`config.mk`:
```
export PLATFORM = sky130hd
export DESIGN_NAME = distb_fir_ctrl
export DESIGN_NICKNAME = d
export VERILOG_FILES = /design/src/rtl/distb_fir_pkg.sv /design/src/rtl/distb_table.sv /design/src/rtl/distb_fir_ctrl.sv
export SDC_FILE = /design/constraint.sdc
export NUM_CORES = 1
export LEC_CHECK = 0
export CAP_MARGIN = 20
export CORE_UTILIZATION = 50
export DETAILED_ROUTE_END_ITERATION = 8
export PLACE_DENSITY = 0.72
export SETUP_SLACK_MARGIN = 0.4
export SLEW_MARGIN = 15
export SYNTH_ARGS = -nofsm -noshare
export SYNTH_HDL_FRONTEND = slang
export SYNTH_SLANG_ARGS = --single-unit
export TNS_END_PERCENT = 5
```
`constraint.sdc`:
```
create_clock -name clk -period 5.9 [get_ports clk]
set_clock_uncertainty 0.1 [all_clocks]
set_input_delay 1.475 -clock clk [delete_from_list [all_inputs] [get_ports clk]]
set_output_delay 1.475 -clock clk [all_outputs]
set_load 0.03 [all_outputs]
```
`src/rtl/distb_fir_pkg.sv`:
```
// Shared constants, state encoding and helpers for the distributed-arithmetic
// FIR sequencer. Optional feature macro: DISTB_FIR_SCALE_EN (output rescaled
// by the coefficient sum with rounding).
package distb_fir_pkg;

    localparam int TAPS        = 4;
    localparam int DATA_WIDTH  = 8;
    localparam int COEF_WIDTH  = 12;
    localparam int ACC_WIDTH   = COEF_WIDTH + DATA_WIDTH;
    localparam int SCALE_SHIFT = 10;
    localparam int BIT_CNT_W   = $clog2(DATA_WIDTH);

    // Half of the scale divisor, added before the arithmetic shift to round.
    localparam logic signed [ACC_WIDTH-1:0] ROUND_BIAS = ACC_WIDTH'(2 ** (SCALE_SHIFT - 1));

    typedef enum logic [1:0] {
        IDLE = 2'd0,
        CALC = 2'd1,
        DONE = 2'd2
    } state_t;

    // ROM words are unsigned partial sums: widen with zeros, then treat as signed.
    function automatic logic signed [ACC_WIDTH-1:0] coef_extend(input logic [COEF_WIDTH-1:0] word);
        return $signed({{(ACC_WIDTH - COEF_WIDTH){1'b0}}, word});
    endfunction

endpackage

```
`src/rtl/distb_table.sv`:
```
// Coefficient-sum ROM for the 4-tap distributed-arithmetic FIR.
// Address bit i selects coefficient c_i (c0=41, c1=132, c2=341, c3=510);
// each word is the sum of the selected coefficients. The full sum is 1024.
module distb_table
    import distb_fir_pkg::*;
(
    input  logic [TAPS-1:0]       addr,
    output logic [COEF_WIDTH-1:0] data
);

    // Combinational lookup of the partial coefficient sum.
    always_comb begin
        data = 12'd0;
        case (addr)
            4'd0:    data = 12'd0;
            4'd1:    data = 12'd41;
            4'd2:    data = 12'd132;
            4'd3:    data = 12'd173;
            4'd4:    data = 12'd341;
            4'd5:    data = 12'd382;
            4'd6:    data = 12'd473;
            4'd7:    data = 12'd514;
            4'd8:    data = 12'd510;
            4'd9:    data = 12'd551;
            4'd10:   data = 12'd642;
            4'd11:   data = 12'd683;
            4'd12:   data = 12'd851;
            4'd13:   data = 12'd892;
            4'd14:   data = 12'd983;
            4'd15:   data = 12'd1024;
            default: data = 12'd0;
        endcase
    end

endmodule

```
`src/rtl/distb_fir_ctrl.sv`:
```
// Bit-serial sequencer for the 4-tap distributed-arithmetic FIR.
// Accepts one sample per handshake, shifts the delay line, then walks the
// sample bits LSB first, shift-accumulating ROM partial sums; the sign bit
// weight is subtracted. Optional macro DISTB_FIR_SCALE_EN rounds and divides
// the result by 1024 in the CALC->DONE transition.
module distb_fir_ctrl
    import distb_fir_pkg::*;
(
    input  logic                  clk,
    input  logic                  rst,
    input  logic                  in_valid,
    input  logic [DATA_WIDTH-1:0] in_data,
    output logic                  in_ready,
    output logic                  out_valid,
    output logic [ACC_WIDTH-1:0]  out_data,
    input  logic                  out_ready,
    output logic                  busy
);

    localparam logic [BIT_CNT_W-1:0] LAST_BIT = BIT_CNT_W'(DATA_WIDTH - 1);
    localparam logic [BIT_CNT_W-1:0] CNT_ONE  = BIT_CNT_W'(1);

    state_t                       state_r;
    logic [DATA_WIDTH-1:0]        tap0_r;
    logic [DATA_WIDTH-1:0]        tap1_r;
    logic [DATA_WIDTH-1:0]        tap2_r;
    logic [DATA_WIDTH-1:0]        tap3_r;
    logic signed [ACC_WIDTH-1:0]  acc_r;
    logic [BIT_CNT_W-1:0]         bit_cnt_r;
    logic [ACC_WIDTH-1:0]         out_data_r;
    logic                         out_valid_r;
    logic                         in_ready_r;
    logic                         busy_r;

    logic [TAPS-1:0]              rom_addr_s;
    logic [COEF_WIDTH-1:0]        rom_data_s;
    logic signed [ACC_WIDTH-1:0]  addend_s;
    logic signed [ACC_WIDTH-1:0]  acc_next_s;
    logic signed [ACC_WIDTH-1:0]  result_s;
`ifdef DISTB_FIR_SCALE_EN
    logic signed [ACC_WIDTH-1:0]  rounded_s;
`endif

    distb_table u_table (
        .addr (rom_addr_s),
        .data (rom_data_s)
    );

    // Gather the current bit of every tap into the ROM address.
    always_comb begin
        rom_addr_s = {tap3_r[bit_cnt_r], tap2_r[bit_cnt_r], tap1_r[bit_cnt_r], tap0_r[bit_cnt_r]};
    end

    // Weighted partial sum: added for value bits, subtracted for the sign bit.
    always_comb begin
        addend_s   = coef_extend(rom_data_s) <<< bit_cnt_r;
        acc_next_s = acc_r;
        result_s   = acc_r;
        if (bit_cnt_r == LAST_BIT) begin
            acc_next_s = acc_r - addend_s;
        end else begin
            acc_next_s = acc_r + addend_s;
        end
`ifdef DISTB_FIR_SCALE_EN
        rounded_s = acc_next_s + ROUND_BIAS;
        result_s  = rounded_s >>> SCALE_SHIFT;
`else
        result_s  = acc_next_s;
`endif
    end

    // Sequencer FSM with delay line, accumulator and registered handshakes.
    always_ff @(posedge clk) begin
        if (rst) begin
            state_r     <= IDLE;
            tap0_r      <= '0;
            tap1_r      <= '0;
            tap2_r      <= '0;
            tap3_r      <= '0;
            acc_r       <= '0;
            bit_cnt_r   <= '0;
            out_data_r  <= '0;
            out_valid_r <= 1'b0;
            in_ready_r  <= 1'b1;
            busy_r      <= 1'b0;
        end else begin
            case (state_r)
                IDLE: begin
                    if (in_valid && in_ready_r) begin
                        tap3_r     <= tap2_r;
                        tap2_r     <= tap1_r;
                        tap1_r     <= tap0_r;
                        tap0_r     <= in_data;
                        acc_r      <= '0;
                        bit_cnt_r  <= '0;
                        in_ready_r <= 1'b0;
                        busy_r     <= 1'b1;
                        state_r    <= CALC;
                    end else begin
                        in_ready_r <= 1'b1;
                        busy_r     <= 1'b0;
                    end
                end
                CALC: begin
                    acc_r <= acc_next_s;
                    if (bit_cnt_r == LAST_BIT) begin
                        out_data_r  <= result_s;
                        out_valid_r <= 1'b1;
                        state_r     <= DONE;
                    end else begin
                        bit_cnt_r <= bit_cnt_r + CNT_ONE;
                    end
                end
                DONE: begin
                    // Only the output handshake completes here; a waiting
                    // input sample is taken on the following cycle.
                    if (out_ready) begin
                        out_valid_r <= 1'b0;
                        in_ready_r  <= 1'b1;
                        busy_r      <= 1'b0;
                        state_r     <= IDLE;
                    end else begin
                        out_valid_r <= 1'b1;
                    end
                end
                default: begin
                    out_valid_r <= 1'b0;
                    in_ready_r  <= 1'b1;
                    busy_r      <= 1'b0;
                    state_r     <= IDLE;
                end
            endcase
        end
    end

    assign in_ready  = in_ready_r;
    assign out_valid = out_valid_r;
    assign out_data  = out_data_r;
    assign busy      = busy_r;

endmodule

```
==> results of run 1 <==
## worst max path at each step
stage                            to  depth (start not counted)
after global placement    acc_r[19]                         23
after CTS                 acc_r[19]                         23
final                     acc_r[19]                         24
after detailed placement  acc_r[19]                         24
after global routing      acc_r[19]                         23
after floorplan           acc_r[19]                         26
## placed cells by master, fill, tap and decap left out, drive strengths merged, types with 12 or more instances in the layout
| cell type | synthesis | routed |
|---|---|---|
| a211oi | 12 | 12 |
| a21oi | 94 | 94 |
| a22oi | 20 | 20 |
| a31oi | 12 | 12 |
| buf | 10 | 49 |
| clkbuf | 32 | 12 |
| clkdlybuf4s50 | 0 | 33 |
| dfxtp | 80 | 80 |
| ha | 36 | 36 |
| inv | 25 | 25 |
| mux2i | 19 | 19 |
| mux4 | 15 | 15 |
| nand2 | 128 | 128 |
| nand3 | 15 | 15 |
| nor2 | 69 | 69 |
| nor3 | 12 | 12 |
| o21ai | 21 | 21 |
| xnor2 | 21 | 21 |
| xor2 | 15 | 15 |
## sequential cells by signal (all words and copies together) (netlist names)
register,count
acc_r,20
out_data,20
tap0_r,8
tap1_r,8
tap2_r,8
tap3_r,8
bit_cnt_r,3
state_r,2
busy,1
in_ready,1
out_valid,1
## layer usage
metal  vias up  global-route usage
met1      2595               0.351
met4         0              0.0771
met5         -                   0
met2       154               0.438
li1       2698                   -
met3        27              0.0544
## what timing repair did
item / in CTS / in global routing
buffers inserted: 5 / 7
pin swaps: 4 / 20
resized for setup: 18 / 25
endpoints found under the setup margin: 10 / 15
## where the power goes
part           switching, W  total, W  internal (W)
sequential        0.0000339  0.000613      0.000579
clock              0.000223  0.000574      0.000351
combinational      0.000699   0.00126      0.000559
## area by class of cell
type,instances,area (sq um),area share
well taps,140,175,0.0250
inverters,26,97.6,0.0139
clock buffers,12,256,0.0367
repair buffers,82,711,0.102
clock inverters,4,52.6,0.00751
multi-input cells,578,4100,0.586
flip-flops and latches,80,1610,0.230
## stage by stage
| stage | hold WS [ns] | cell area (sq um) | util | cells |
|---|---|---|---|---|
| after floorplan | 0.336 | 5790 | - | 726 |
| after global placement | 0.343 | 6390 | 0.579 | 894 |
| after detailed placement | 0.346 | 6390 | 0.579 | 894 |
| after CTS | 0.354 | 6810 | 0.618 | 915 |
| after global routing | 0.373 | 7000 | 0.634 | 922 |
| final | 0.352 | 7000 | 0.634 | 922 |
## logic make-up (layout without fill, tap and decap cells)
group / after synthesis / in the layout
flops: 80 / 80
mux: 38 / 38
buf+inv: 68 / 124
fa+ha+maj: 37 / 37
xor+xnor: 36 / 36
simple gates: 256 / 256
compound gates: 211 / 211
## critical path: stages (launching register included)
cell      delay, ns
dfxtp_4        0.40
mux4_2         0.55
mux2i_4        0.28
ha_4           0.22
a21oi_2        0.04
or3_4          0.42
and2_4         0.17
mux4_2         0.54
a21oi_4        0.21
buf_4          0.14
nor4b_4        0.05
and3_4         0.21
a21oi_1        0.17
xor2_1         0.21
ha_1           0.28
a21o_1         0.18
a21o_1         0.19
a21oi_2        0.18
o41ai_4        0.11
nand4_1        0.09
nand4b_1       0.11
a21oi_2        0.22
xnor2_2        0.12
xnor2_2        0.15
a22o_1         0.17
==> out/results.ini, run 1 <==
[setup_path]
cp.required_ns=6.04
critPathLaunchType=flip-flop
critical_path_class=flip-flop to flip-flop
crit_path_end_kind=flip-flop
cp_max_fo=6
timing.rr.end=acc_r[19]
r2r_slack_ns=0.29
cp.arrival_ns=5.75
crit_path_start=bit_cnt_r[1]
r2r_start=bit_cnt_r[1]
reg2reg_depth=24

[yosys]
synth_compound_area_frac=0.237
synth_top_family_by_area=compound AO/OA/AOI/OAI gates
netlist_top_cells_area=dfxtp_1, nand2_1, a21oi_1, ha_1, mux4_2
synthAdderAreaFrac=0.0818
ys_types=75
yosys-top-cells-count=nand2_1, a21oi_1, dfxtp_1
ys.warnings.count=0
synth_edf_count=0
synthXorXnorAreaFrac=0.0548
synth.top_cell.area_share=0.278
synthCells=726
yosys.area.top_type=dfxtp_1
yosysMostFrequentCell=nand2_1
ys.flop_type=dfxtp_1
synth-simple-area-share=0.195
synth_seq_cells=80
syn-num-nets=775
netlist_area_sq_um=5750
ys_seq_area_frac=0.278
synth_mux_area_frac=0.105
avgSynthCellArea_sq_um=7.92
async_flop_share=0

[sta]
hold_viol=0
fin_ws_ns=0.292
worst_pin_slew_ns=0.922
drv_slew=0
finalSetupTns_ns=0
setup_violations=0
period_needed_ns=5.61
max_freq_mhz=178
rsz0062_at_grt=true
timing.final.crit_share=0.951
slew_headroom=0.385

[global_route]
grt_util_all_layers=0.266
grt_pass1_wl_um=24700
grt_max_degree=42
antenna_found_initial=0
grt_pass1_vias=5016
gr-total-overflow=0

[floorplanning]
die_w_um=109
die_h_um=109
initial_core_util=0.521
coreArea_sq_um=11000
pin_count=35
num_rows=38
die-area_sq_um=11900

[route]
viasPerCell=5.94
met1_length_um=6930
drcViolationCount=0
drt-pass1-iter-count=7
drt-total-wl_um=15100
routedWlPerCell_um=16.3
wl_met2_um=7110
met3WireLength_um=763
top_layer=met4
ant_nets=0
vias=5474
drtIter0Drc=461

[finish]
antenna_cells=0
syn2layout_area_growth_pct=21.7
fill_cells=962
drive_gt1_frac=0.178
finalNetCount=826

[clocking]
clockBufferDepth=2
numCtsBuffers=9
cts_hold_buf=0
cts.reportedPaths.clkPinSlew_ns=0.06
clk_latency_ns=0.35
h-tree-depth=3
cts_root_buf=clkbuf_16
cts_sinks=80
cts_tree=built

[run]
drv_cap=0

[min_path]
hold_path_class=flip-flop to flip-flop
hold_path_end=out_data[5]
hold_start=out_data[5]
worstHoldPathCells=2

[placed_design]
port_buffers=34
dp_slack_ns=0.0640
hpwl_um=10800
gp_congestion=0.951

[run_status]
status=finished, final reports clean

[pwr]
power.total_w=0.00244
power_density_nw_per_um2=349
ir_worst_vdd_uv=228
p_leak_nw=2.67

(Power assumes the default switching activity.)
==> inputs of run 2 (changes only) <==
--- a/config.mk
+++ b/config.mk
@@ -6,9 +6,9 @@
 export NUM_CORES = 1
 export LEC_CHECK = 0
 export CAP_MARGIN = 20
-export CORE_UTILIZATION = 50
+export CORE_UTILIZATION = 55
 export DETAILED_ROUTE_END_ITERATION = 8
-export PLACE_DENSITY = 0.72
+export PLACE_DENSITY = 0.78
 export SETUP_SLACK_MARGIN = 0.4
 export SLEW_MARGIN = 15
 export SYNTH_ARGS = -nofsm -noshare
==> run 2 against run 1 <==
Sequential share of layout area fell by 0.064 points. Critical endpoint unchanged. Setup slack got worse by 0.013 ns. Die area fell by 8.9%. Global-route usage rose by 2.0 points. Worst hold slack improved by 0.0052 ns. Critical path type unchanged. Critical path depth did not move. Routed wire length rose by 3.6%. Maximum frequency fell by 0.23%. Via count rose by 2.5%. Count of clock-buffer cells in the layout fell by 1. First-iteration DRC count fell by 26%. Non-clock buffer count rose by 6.
==> out/results.ini, run 2 (synthesized netlist as in run 1, its figures left out) <==
[run_status]
status=finished, final reports clean

[setup_path]
r2r_start=bit_cnt_r[1]
cp_max_fo=8
critPathLaunchType=flip-flop
critical_path_class=flip-flop to flip-flop
r2r_slack_ns=0.28
crit_path_start=bit_cnt_r[1]
timing.rr.end=acc_r[19]
reg2reg_depth=24
cp_slowest_stage_delay_ns=0.55
crit_path_end_kind=flip-flop
cp.arrival_ns=5.79
crit_chain=mux4_2 -> mux2i_4 -> buf_6 -> inv_4 -> ha_1 -> xnor2_1 -> nor2_1 -> a31oi_1 -> o22ai_1 -> nor3_1 -> a22oi_2 -> buf_4 -> nor4b_4 -> a21oi_1 -> xor2_1 -> ha_1 -> nand2_1 -> o41ai_4 -> nand4_1 -> nand4b_1 -> a21oi_2 -> xnor2_2 -> xnor2_1 -> a22o_1
endpoint=acc_r[19]
cp.required_ns=6.07
slowest_stage=mux4_2

[floorplanning]
die-area_sq_um=10900
die_h_um=104
die_w_um=104
pin_count=35
coreArea_sq_um=9950
num_rows=36
initial_core_util=0.578

[global_route]
grt_pass1_wl_um=25200
grt_max_degree=50
antenna_found_initial=0
grt_pass1_vias=5308
gr-total-overflow=0
grt_util_all_layers=0.286

[route]
viasPerCell=6.10
drtIter0Drc=343
drt-total-wl_um=15600
drcViolationCount=0
vias=5612
drt-pass1-iter-count=5
ant_nets=0
routedWlPerCell_um=17.0

[sta]
max_freq_mhz=178
setup_violations=0
worst_pin_slew_ns=1.01
timing.hold.ws_ns=0.357
hold_viol=0
timing.final.crit_share=0.953
drv_slew=0
rsz0062_at_grt=true
period_needed_ns=5.62
slew_headroom=0.330

[pwr]
p_int_w=0.00136
p_sw_frac=0.410
p_sw_w=0.000944
clock_power_share=0.173
power.total_w=0.00230
ir_worst_vdd_uv=312
p_leak_nw=2.68
power_density_nw_per_um2=328
p_comb_frac=0.562
p_seq_frac=0.266

[placed_design]
hpwl_um=10800
gp_congestion=0.934
port_buffers=34
place_area_sq_um=6330

[clocking]
numCtsBuffers=9
h-tree-depth=3
clockBufferDepth=2
cts_root_buf=clkbuf_8
clk_latency_ns=0.38
cts.reportedPaths.clkPinSlew_ns=0.08
cts_tree=built
cts_sinks=80

[finish]
multi_input_area_sq_um=4170
drive_gt1_frac=0.197
seqCellArea_sq_um=1610
mostFrequentLayoutCell=nand2_1
layout_common_cells=nand2_1, a21oi_1, dfxtp_1
finalNetCount=832
antenna_cells=0
syn2layout_area_growth_pct=22.1
fill_cells=761
finalInstanceArea_sq_um=7020

[min_path]
hold_path_class=flip-flop to flip-flop
hold_start=out_data[5]

[run]
drv_cap=0

## run 2: cell count changes in the layout (fill, tap and decap cells not counted), sizes merged
cell      delta
clkbuf       -1
clkinv       +3
bufbuf       +1
buf          +5
clkinvlp     -3
## run 2: area by class of cell
cell class / count / share of cell area
clock buffer: 11 / 0.0201
clock inverter: 4 / 0.00641
inverter: 26 / 0.0143
multi-input combinational: 578 / 0.593
sequential: 80 / 0.229
tap: 133 / 0.0237
timing repair buffer: 88 / 0.113
## run 2: repair_timing
action                                  CTS  global route
endpoints found under the setup margin   12            16
hold buffers                              0             0
pin swaps                                12            26
gates resized for setup                  23            39
setup buffers                            14            12
cloned                                    1             0
## run 2: layer usage
metal	part of all wire	GRT usage	vias up
met5	0	0	-
met4	0.028	0.117	0
met3	0.054	0.0602	47
met2	0.49	0.471	204
met1	0.43	0.363	2655
li1	-	-	2706
## run 2: worst min path at each step
stage	slack, ns	depth (start not counted)	end
2_1_floorplan	0.34	2	acc_r[2]
3_3_place_gp	0.34	2	out_data[7]
3_5_place_dp	0.35	2	out_data[13]
4_1_cts	0.36	2	out_data[13]
5_1_grt	0.38	2	out_data[16]
6_report	0.36	2	out_data[5]
## run 2: power by group through the flow
stage	combinational (W)	sequential (W)	clock, W
finish	0.00129	0.000611	0.000398
global route	0.00141	0.000616	0.000423
CTS	0.00115	0.000611	0.000406
detailed placement	0.00107	0.000623	0
global placement	0.00104	0.000621	0
floorplan	0.000856	0.000614	0
## run 2: metrics by stage
stage / cells / setup WS, ns / util / TNS [ns]
finish: 920 / 0.279 / 0.706 / 0
global route: 920 / 0.0725 / 0.706 / 0
CTS: 908 / 0.395 / 0.679 / 0
detailed placement: 878 / -0.0244 / 0.636 / -0.0280
global placement: 878 / 0.200 / 0.636 / 0
floorplan: 726 / 0.395 / - / 0
## run 2: worst max-delay path, delay by kind of cell (launching register included)
family / cells / cell delay (ns)
AO/OA/AOI/OAI: 7 / 1.26
multiplexers: 2 / 0.84
XOR/XNOR: 4 / 0.67
buffers and inverters: 3 / 0.38
adder cells (fa/ha/maj): 2 / 0.70
AND/OR/NAND/NOR: 6 / 1.13
flip-flops: 1 / 0.41
